===== src/rtl/ov7670_stream_gen.sv =====
// OV7670 camera-bus transmitter: PCLK at CLK/2, HREF/VSYNC framing and RGB565 test patterns.
// All bus outputs change only on the CLK edge where PCLK falls, so the receiver sees stable data on PCLK rising.
module ov7670_stream_gen #(
    parameter int H_ACTIVE    = 176,
    parameter int V_ACTIVE    = 144,
    parameter int H_BLANK     = 32,
    parameter int VSYNC_LINES = 3,
    parameter int V_BACK      = 17,
    parameter int V_FRONT     = 10
) (
    input  logic        CLK,
    input  logic        RESET_N,
    input  logic        ENABLE,
    input  logic [1:0]  PATTERN,
    input  logic [15:0] COLOR_IN,
    output logic        PCLK,
    output logic        HREF,
    output logic        VSYNC,
    output logic [7:0]  DATA,
    output logic        BUSY,
    output logic        FRAME_DONE
);

    function automatic int max2(input int a, input int b);
        return (a > b) ? a : b;
    endfunction

    localparam int LINE_LEN  = 2 * H_ACTIVE + H_BLANK;
    localparam int MAX_LINES = max2(max2(VSYNC_LINES, V_BACK), max2(V_ACTIVE, V_FRONT));
    localparam int BYTE_W    = (LINE_LEN > 2) ? $clog2(LINE_LEN) : 2;
    localparam int LINE_W    = (MAX_LINES > 1) ? $clog2(MAX_LINES) : 1;
    localparam int BAR_W     = H_ACTIVE / 8;
    localparam int BAR_CW    = (BAR_W > 1) ? $clog2(BAR_W) : 1;

    typedef enum logic [2:0] {
        ST_IDLE,
        ST_VSYNC,
        ST_VBACK,
        ST_ACTIVE,
        ST_VFRONT
    } state_t;

    function automatic logic [15:0] bar_color(input logic [2:0] idx);
        logic [15:0] c;
        case (idx)
            3'd0:    c = 16'hFFFF;
            3'd1:    c = 16'hFFE0;
            3'd2:    c = 16'h07FF;
            3'd3:    c = 16'h07E0;
            3'd4:    c = 16'hF81F;
            3'd5:    c = 16'hF800;
            3'd6:    c = 16'h001F;
            default: c = 16'h0000;
        endcase
        return c;
    endfunction

    state_t              state_reg, state_next;
    logic                ph_reg;
    logic [BYTE_W-1:0]   byte_cnt_reg, byte_next;
    logic [LINE_W-1:0]   line_cnt_reg, line_next;
    logic [LINE_W-1:0]   last_line;
    logic [2:0]          bar_idx_reg, bar_idx_next;
    logic [BAR_CW-1:0]   bar_px_reg, bar_px_next;
    logic [1:0]          pattern_reg, pattern_next;
    logic [15:0]         color_reg, color_next;
    logic                href_reg, href_next;
    logic                vsync_reg;
    logic                busy_reg;
    logic [7:0]          data_reg, data_next;
    logic                frame_done_reg, done_next;
    logic                latch;
    logic                byte_last, line_last;
    logic [7:0]          x_pix, y_pix;
    logic [15:0]         pixel;

    always_comb begin
        last_line = '0;
        case (state_reg)
            ST_VSYNC:  last_line = LINE_W'(VSYNC_LINES - 1);
            ST_VBACK:  last_line = LINE_W'(V_BACK - 1);
            ST_ACTIVE: last_line = LINE_W'(V_ACTIVE - 1);
            ST_VFRONT: last_line = LINE_W'(V_FRONT - 1);
            default:   last_line = '0;
        endcase
    end

    assign byte_last = (byte_cnt_reg == BYTE_W'(LINE_LEN - 1));
    assign line_last = (line_cnt_reg == last_line);

    // Position the bus will show after the coming PCLK-falling update.
    always_comb begin
        state_next = state_reg;
        byte_next  = byte_cnt_reg;
        line_next  = line_cnt_reg;
        latch      = 1'b0;
        done_next  = 1'b0;
        if (state_reg == ST_IDLE) begin
            if (ENABLE) begin
                state_next = ST_VSYNC;
                byte_next  = '0;
                line_next  = '0;
                latch      = 1'b1;
            end
        end else if (!byte_last) begin
            byte_next = byte_cnt_reg + BYTE_W'(1);
        end else begin
            byte_next = '0;
            if (!line_last) begin
                line_next = line_cnt_reg + LINE_W'(1);
            end else begin
                line_next = '0;
                case (state_reg)
                    ST_VSYNC:  state_next = ST_VBACK;
                    ST_VBACK:  state_next = ST_ACTIVE;
                    ST_ACTIVE: state_next = ST_VFRONT;
                    default: begin
                        done_next = 1'b1;
                        if (ENABLE) begin
                            state_next = ST_VSYNC;
                            latch      = 1'b1;
                        end else begin
                            state_next = ST_IDLE;
                        end
                    end
                endcase
            end
        end
    end

    assign pattern_next = latch ? PATTERN : pattern_reg;
    assign color_next   = latch ? COLOR_IN : color_reg;
    assign href_next    = (state_next == ST_ACTIVE) && (byte_next < BYTE_W'(2 * H_ACTIVE));

    // Bar index stepped by a pixel-width counter, restarted at the first byte of every line.
    always_comb begin
        bar_idx_next = bar_idx_reg;
        bar_px_next  = bar_px_reg;
        if (!href_next || byte_next == '0) begin
            bar_idx_next = '0;
            bar_px_next  = '0;
        end else if (!byte_next[0]) begin
            if (bar_px_reg == BAR_CW'(BAR_W - 1)) begin
                bar_px_next  = '0;
                bar_idx_next = bar_idx_reg + 3'd1;
            end else begin
                bar_px_next = bar_px_reg + BAR_CW'(1);
            end
        end
    end

    assign x_pix = 8'(byte_next >> 1);
    assign y_pix = 8'(line_next);

    always_comb begin
        pixel = 16'h0000;
        case (pattern_next)
            2'd0:    pixel = color_next;
            2'd1:    pixel = bar_color(bar_idx_next);
            2'd2:    pixel = {y_pix, x_pix};
            default: pixel = (x_pix[3] ^ y_pix[3]) ? 16'hFFFF : 16'h0000;
        endcase
        data_next = 8'h00;
        if (href_next) begin
            data_next = byte_next[0] ? pixel[7:0] : pixel[15:8];
        end
    end

    always_ff @(posedge CLK) begin
        if (!RESET_N) begin
            state_reg      <= ST_IDLE;
            ph_reg         <= 1'b0;
            byte_cnt_reg   <= '0;
            line_cnt_reg   <= '0;
            bar_idx_reg    <= '0;
            bar_px_reg     <= '0;
            pattern_reg    <= '0;
            color_reg      <= '0;
            href_reg       <= 1'b0;
            vsync_reg      <= 1'b0;
            busy_reg       <= 1'b0;
            data_reg       <= 8'h00;
            frame_done_reg <= 1'b0;
        end else begin
            ph_reg         <= ~ph_reg;
            frame_done_reg <= 1'b0;
            if (ph_reg) begin
                state_reg      <= state_next;
                byte_cnt_reg   <= byte_next;
                line_cnt_reg   <= line_next;
                bar_idx_reg    <= bar_idx_next;
                bar_px_reg     <= bar_px_next;
                pattern_reg    <= pattern_next;
                color_reg      <= color_next;
                href_reg       <= href_next;
                vsync_reg      <= (state_next == ST_VSYNC);
                busy_reg       <= (state_next != ST_IDLE);
                data_reg       <= data_next;
                frame_done_reg <= done_next;
            end
        end
    end

    assign PCLK       = ph_reg;
    assign HREF       = href_reg;
    assign VSYNC      = vsync_reg;
    assign DATA       = data_reg;
    assign BUSY       = busy_reg;
    assign FRAME_DONE = frame_done_reg;

endmodule

===== config.mk =====
export PLATFORM = sky130hd
export DESIGN_NAME = ov7670_stream_gen
export DESIGN_NICKNAME = d
export VERILOG_FILES = /design/src/rtl/ov7670_stream_gen.sv
export SDC_FILE = /design/constraint.sdc
export NUM_CORES = 1
export LEC_CHECK = 0
export ABC_AREA = 0
export CORE_ASPECT_RATIO = 1.75
export CORE_MARGIN = 2
export CORE_UTILIZATION = 48
export DETAILED_ROUTE_END_ITERATION = 6
export MAX_ROUTING_LAYER = met4
export PLACE_DENSITY_LB_ADDON = 0.15
export SETUP_SLACK_MARGIN = 0.02
export SYNTH_ARGS = -nofsm -noshare
export SYNTH_HDL_FRONTEND = slang
export SYNTH_SLANG_ARGS = --single-unit

===== constraint.sdc =====
create_clock -name CLK -period 4.02 [get_ports CLK]
set_input_delay 0.603 -clock CLK [delete_from_list [all_inputs] [get_ports CLK]]
set_output_delay 0.603 -clock CLK [all_outputs]
set_load 0.005 [all_outputs]

# Yosys cells after proc, flatten, opt, wreduce, memory -nomap -nowiden
# Cells that the tools add are included.
totals:
  regBits: 59
  in_bits: 21
  out_inout_bits: 13
  elab_cells: 85
classes:
  add_sub_neg: 4
  magnitude_cmp: 1
  n_eq_ne: 18
  n_mux: 33
  bitwise: 5
  n_reduce_logical: 11
ops:
  columns: ["operator", "count"]
  rows:
  - ["16-bit one-hot mux with 7 select lines", 1]
  - ["8-bit 2-to-1 mux", 6]
  - ["16-bit one-hot mux with 3 select lines", 1]
  - ["16-bit 2-to-1 mux", 2]
  - ["8-bit one-hot mux with 4 select lines", 1]
  - ["9-bit 2-to-1 mux", 3]
  - ["3-bit 2-to-1 mux", 7]
  - ["3-bit by 2-bit equality test with 1-bit output (second input constant)", 5]
  - ["5-bit 2-to-1 mux", 3]
  - ["3-bit equality test (second input constant)", 4]
  - ["9-bit by 1-bit adder with 9-bit output (second input constant)", 1]
  - ["3-bit by 1-bit equality test with 1-bit output (second input constant)", 3]
  - ["9-bit equality test (second input constant)", 1]
  - ["9-bit zero test", 1]
  - ["9-bit less-than comparator (second input constant)", 1]
  - ["3-bit one-hot mux with 3 select lines", 1]
  - ["8-bit by 1-bit adder with 8-bit output (second input constant)", 1]
  - ["8-bit equality test", 1]
  - ["1-bit 2-to-1 mux", 7]
  - ["3-bit zero test", 2]
  - ["5-bit by 1-bit adder with 5-bit output (second input constant)", 1]
  - ["5-bit equality test (second input constant)", 1]
  - ["5-bit OR reduction", 1]
  - ["1-bit inverter", 4]
  - ["other kinds (13)", 13]

# Longest topological paths before layout
logic_depth:
  depth_word: 16
  depth_mapped: 13
  depth_no_buf: 10

# Least setup slack after synthesis
# No wires, ideal clock.
synth_path:
  path_kind: "flip-flop to flip-flop"
  startpoint: "register byte_cnt_reg[1]"
  endpoint: "register data_reg[6], in the netlist DATA[6]"
  setup_ns: 0.117
  arrival_time_ns: 2.867
  t_required_ns: 3.903
  path_slack_ns: 1.036
  stages_incl_launch_ff: 13
  n_path_buf: 3
  synth_period_minus_slack_ns: 2.984
  cell_sequence: "dfxtp_1 -> ha_1 -> and4_1 -> nand2_1 -> a211o_1 -> buf_6 -> or4_1 -> and3_1 -> buf_6 -> buf_6 -> nor3_1 -> o211ai_1 -> a32o_1"
synth_between:
  elab_chain_len: 13
  word_cells_on_any_way: 37
  cone_classes: "add/sub (1); order compare (1); eq/ne (10); mux (18); bitwise (1); reduce/logical (6)"
synth_rtl:
  columns: ["item", "line", "source"]
  rows:
  - ["start: declaration", "60", "logic [BYTE_W-1:0] byte_cnt_reg, byte_next;"]
  - ["start signal: assignment", "189", "byte_cnt_reg <= byte_next;"]
  - ["9-bit by 1-bit adder with 9-bit output / 9-bit equality test (equally long branches)", "106, 88", null]
  - ["9-bit 2-to-1 mux / 3-bit 2-to-1 mux (equally long branches)", "105", "end else if (!byte_last) begin"]
  - ["9-bit 2-to-1 mux / 3-bit 2-to-1 mux (equally long branches)", "98", "if (state_reg == ST_IDLE) begin"]
  - ["9-bit less-than comparator / 3-bit by 2-bit equality test with 1-bit output (equally long branches)", "133", "assign href_next = (state_next == ST_ACTIVE) && (byte_next < BYTE_W'(2 * H_ACTIVE));"]
  - ["1-bit logical AND", "133", null]
  - ["1-bit zero test", "139", "if (!href_next || byte_next == '0) begin"]
  - ["1-bit logical OR", "139", null]
  - ["3-bit 2-to-1 mux", "139", null]
  - ["3-bit equality test (tied with other cells)", "45", "case (idx)"]
  - ["16-bit one-hot mux with 7 select lines", "45", null]
  - ["16-bit one-hot mux with 3 select lines", "157", "case (pattern_next)"]
  - ["8-bit 2-to-1 mux", "165", "data_next = byte_next[0] ? pixel[7:0] : pixel[15:8];"]
  - ["8-bit 2-to-1 mux *", "164", "if (href_next) begin"]
  - ["end signal: assignment", "198", "data_reg <= data_next;"]
  - ["end: declaration", "70", "logic [7:0] data_reg, data_next;"]
# Every way passes the cells marked *; elsewhere a longest branch is shown, timed or not.
# A chain may end at the register's enable or synchronous reset.

# Worst setup path in the final report
layout_path:
  startpoint: "register state_reg[2]"
  endpoint: "register data_reg[6], in the netlist DATA[6]"
layout_between:
  elab_chain_len: 16
  word_cells_on_any_way: 47
  cone_classes: "order compare (1); eq/ne (14); mux (23); bitwise (1); reduce/logical (8)"
layout_rtl:
  columns: ["item", "line", "source"]
  rows:
  - ["start: declaration", "58", "state_t state_reg, state_next;"]
  - ["start signal: assignment", "188", "state_reg <= state_next;"]
  - ["3-bit equality test (tied with other cells)", "79", "case (state_reg)"]
  - ["8-bit one-hot mux with 4 select lines", "79", null]
  - ["8-bit equality test", "89", "assign line_last = (line_cnt_reg == last_line);"]
  - ["3-bit 2-to-1 mux", "109", "if (!line_last) begin"]
  - ["3-bit 2-to-1 mux", "105", null]
  - ["3-bit 2-to-1 mux", "98", null]
  - ["3-bit by 2-bit equality test with 1-bit output", "133", null]
  - ["1-bit logical AND", "133", null]
  - ["1-bit zero test", "139", null]
  - ["1-bit logical OR", "139", null]
  - ["3-bit 2-to-1 mux", "139", null]
  - ["3-bit equality test (tied with other cells)", "45", null]
  - ["16-bit one-hot mux with 7 select lines", "45", null]
  - ["16-bit one-hot mux with 3 select lines", "157", null]
  - ["8-bit 2-to-1 mux", "165", null]
  - ["8-bit 2-to-1 mux *", "164", null]
# Marks and branches as above.

==> metrics.cfg <==
[cts]
cts-resized-gates = 0
clockBufferDepth = 2
clkLatencyLatePin_ns = 0.33
cts_setup_buffers = 0
numCtsBuffers = 9
cts_tree = yes
cts-root-buf = clkbuf_16
clk_pin_slew_worst_paths_ns = 0.05
cts_hold_buf = 0
cts_sinks = 59
htree_levels = 3

[synthesis]
yosys_warnings = 0
postSynthCellCount = 510
yosysSeqAreaShare_pct = 30.5
synthArstFlopShare_pct = 0
synth_area_um2 = 3870
syn-num-nets = 536
synth_ff_type = dfxtp_1
synth-edff-count = 0
yosys.cell_types.count = 77
syn_area_per_cell_um2 = 7.59
ys_ff_latch = 59

[floorplanning]
rows = 43
num_io_pins = 34
chipHeight_um = 123
dieArea_um2 = 8830
coreArea_um2 = 7860
initial_core_util_pct = 49.3
die_width_um = 71.9

[setup_path]
startpoint_type = flop
critPathKind = flop to flop
r2r-end = DATA[6]
rr_startpoint = state_reg[2]
crit_fanout = 15
arrival_ns = 3.98
worstPathRequired_ns = 4.29
startpoint = state_reg[2]
endpoint_kind = flop
crit_end = DATA[6]
reg2reg_depth = 8
reg2reg_slack_ns = 0.31

[route]
via_count = 4129
dr.pass1.iters = 7
routed.top_layer = met4
wl_met1_um = 4780
ant_nets = 0
post_drt_wl_per_cell_um = 19.6
drt_iter0_drc = 357
drt_wl_total_um = 12300
wl_met3_um = 644
dr_wl_met2_um = 6370
avgViaCountPerCell = 6.54
drcViolationCount = 1

[power]
leakage_nw = 1.66
power_density_nw_per_um2 = 383
peakVddDrop_v = 0.000268

[global_routing]
track_usage_pct = 30.4
grt_pass1_wl_um = 20200
grt_pass1_vias = 4011
gr-total-overflow = 0
antenna_found_initial = 0
grt_start_max_net_pins = 32

[outcome]
status = finished, violations left
violations = design-rule violations

[timing]
finalSetupViolCount = 0
skew_ns = 0.00683
final_max_slew_viol_count = 0
min_period_over_period_pct = 92.2
period_needed_ns = 3.71
tns_ns = 0
max_freq_mhz = 270
rsz0062_at_grt = no
hold_viol = 0
tightestPinTransition_ns = 0.810
max_slew_margin_pct = 45.6

[finish]
final_layout_size_suffix_gt1_share_pct = 10.7
antenna_cells = 0
syn_to_final_growth_pct = 18.5
fillCellCount = 763
final_cells = 631
largest_reg_flops = 16
final_cell_mix = nand2_1 (62), dfxtp_1 (59), a21oi_1 (44), nor2_1 (40), clkdlybuf4s50_1 (33)
layout_commonest_cell = nand2_1
fin_util_pct = 58.4
nets = 563

[placement]
gp_congestion = 0.973
port-buffer-count = 33
dp.cells = 616
detailed_place_hpwl_um = 8890

[worst_hold_path]
hold_class = flop to flop

[run]
maxCapViolations = 0

[synthesized netlist by cell type (8+ instances only)]
library cell	count	area [um2]
dfxtp_1	59	1180
and3_1	11	68.8
or3_1	9	56.3
a21oi_1	44	220
a211oi_1	8	60.1
nor3_1	20	100
nand2_1	62	233
clkbuf_1	25	93.8
o21ai_0	30	150
mux2_2	9	101
inv_1	11	41.3
nor2_1	40	150
nand3_1	28	140
[kinds of logic (layout without fill, tap and decap cells)]
family | count (synthesis) | after routing | share of synthesized area [%]
AOI/OAI and AO/OA | 162 | 162 | 28.3
buffers and inverters | 50 | 81 | 5.88
and+or+nand+nor | 216 | 216 | 28.8
DFF | 59 | 59 | 30.5
muxes | 16 | 16 | 4.43
xor gates and xnor gates | 2 | 2 | 0.452
adders and majority gates | 5 | 5 | 1.62
[critical path: stages (launching register included)]
cell      delay, ns
dfxtp_1        0.47
nor2b_1        0.48
mux2_2         0.39
o22a_1         0.33
a2111o_1       0.36
a41oi_1        0.41
xor2_1         0.20
a311oi_1       0.74
a32o_1         0.27
[cell type report]
| cell class | instances | area [um2] | area share, % |
|---|---|---|---|
| multi-input cells | 401 | 2460 | 53.7 |
| well taps | 90 | 113 | 2.45 |
| clock inverters | 2 | 35.0 | 0.763 |
| flip-flops and latches | 59 | 1180 | 25.7 |
| clock buffers | 13 | 260 | 5.67 |
| repair buffers | 55 | 495 | 10.8 |
| inverters | 11 | 41.3 | 0.900 |
[power by group]
part / switching [W] / total [W] / internal (W)
clock: 0.000263 / 0.000772 / 0.000509
sequential: 0.0000201 / 0.000622 / 0.000602
combinational: 0.000223 / 0.000362 / 0.000139
total: 0.000506 / 0.00176 / 0.00125
[worst min-delay path by stage]
stage                            start           end  slack, ns  depth (start not counted)
final                     color_reg[6]  color_reg[6]       0.45                          2
after global placement    color_reg[8]  color_reg[8]       0.44                          2
after detailed placement  color_reg[6]  color_reg[6]       0.45                          2
after floorplan           color_reg[8]  color_reg[8]       0.43                          2
after global routing      color_reg[4]  color_reg[4]       0.47                          2
after CTS                 color_reg[6]  color_reg[6]       0.45                          2
[per-layer routing]
layer | vias to the layer above | global-route usage [%]
li1 | 1969 | -
met1 | 1948 | 32.6
met2 | 167 | 51.7
met3 | 45 | 5.67
met4 | 0 | 17.5
met5 | - | -
[metrics by stage]
step | hold slack, ns | worst slack [ns] | power (W) | cell area, um2
2_1_floorplan | 0.432 | 1.04 | 0.000860 | 3870
3_3_place_gp | 0.438 | 0.521 | 0.000985 | 4290
3_5_place_dp | 0.447 | 0.390 | 0.000985 | 4290
4_1_cts | 0.454 | 0.385 | 0.00176 | 4590
5_1_grt | 0.472 | 0.117 | 0.00182 | 4590
6_report | 0.454 | 0.312 | 0.00176 | 4590
(Power assumes the default switching activity.)
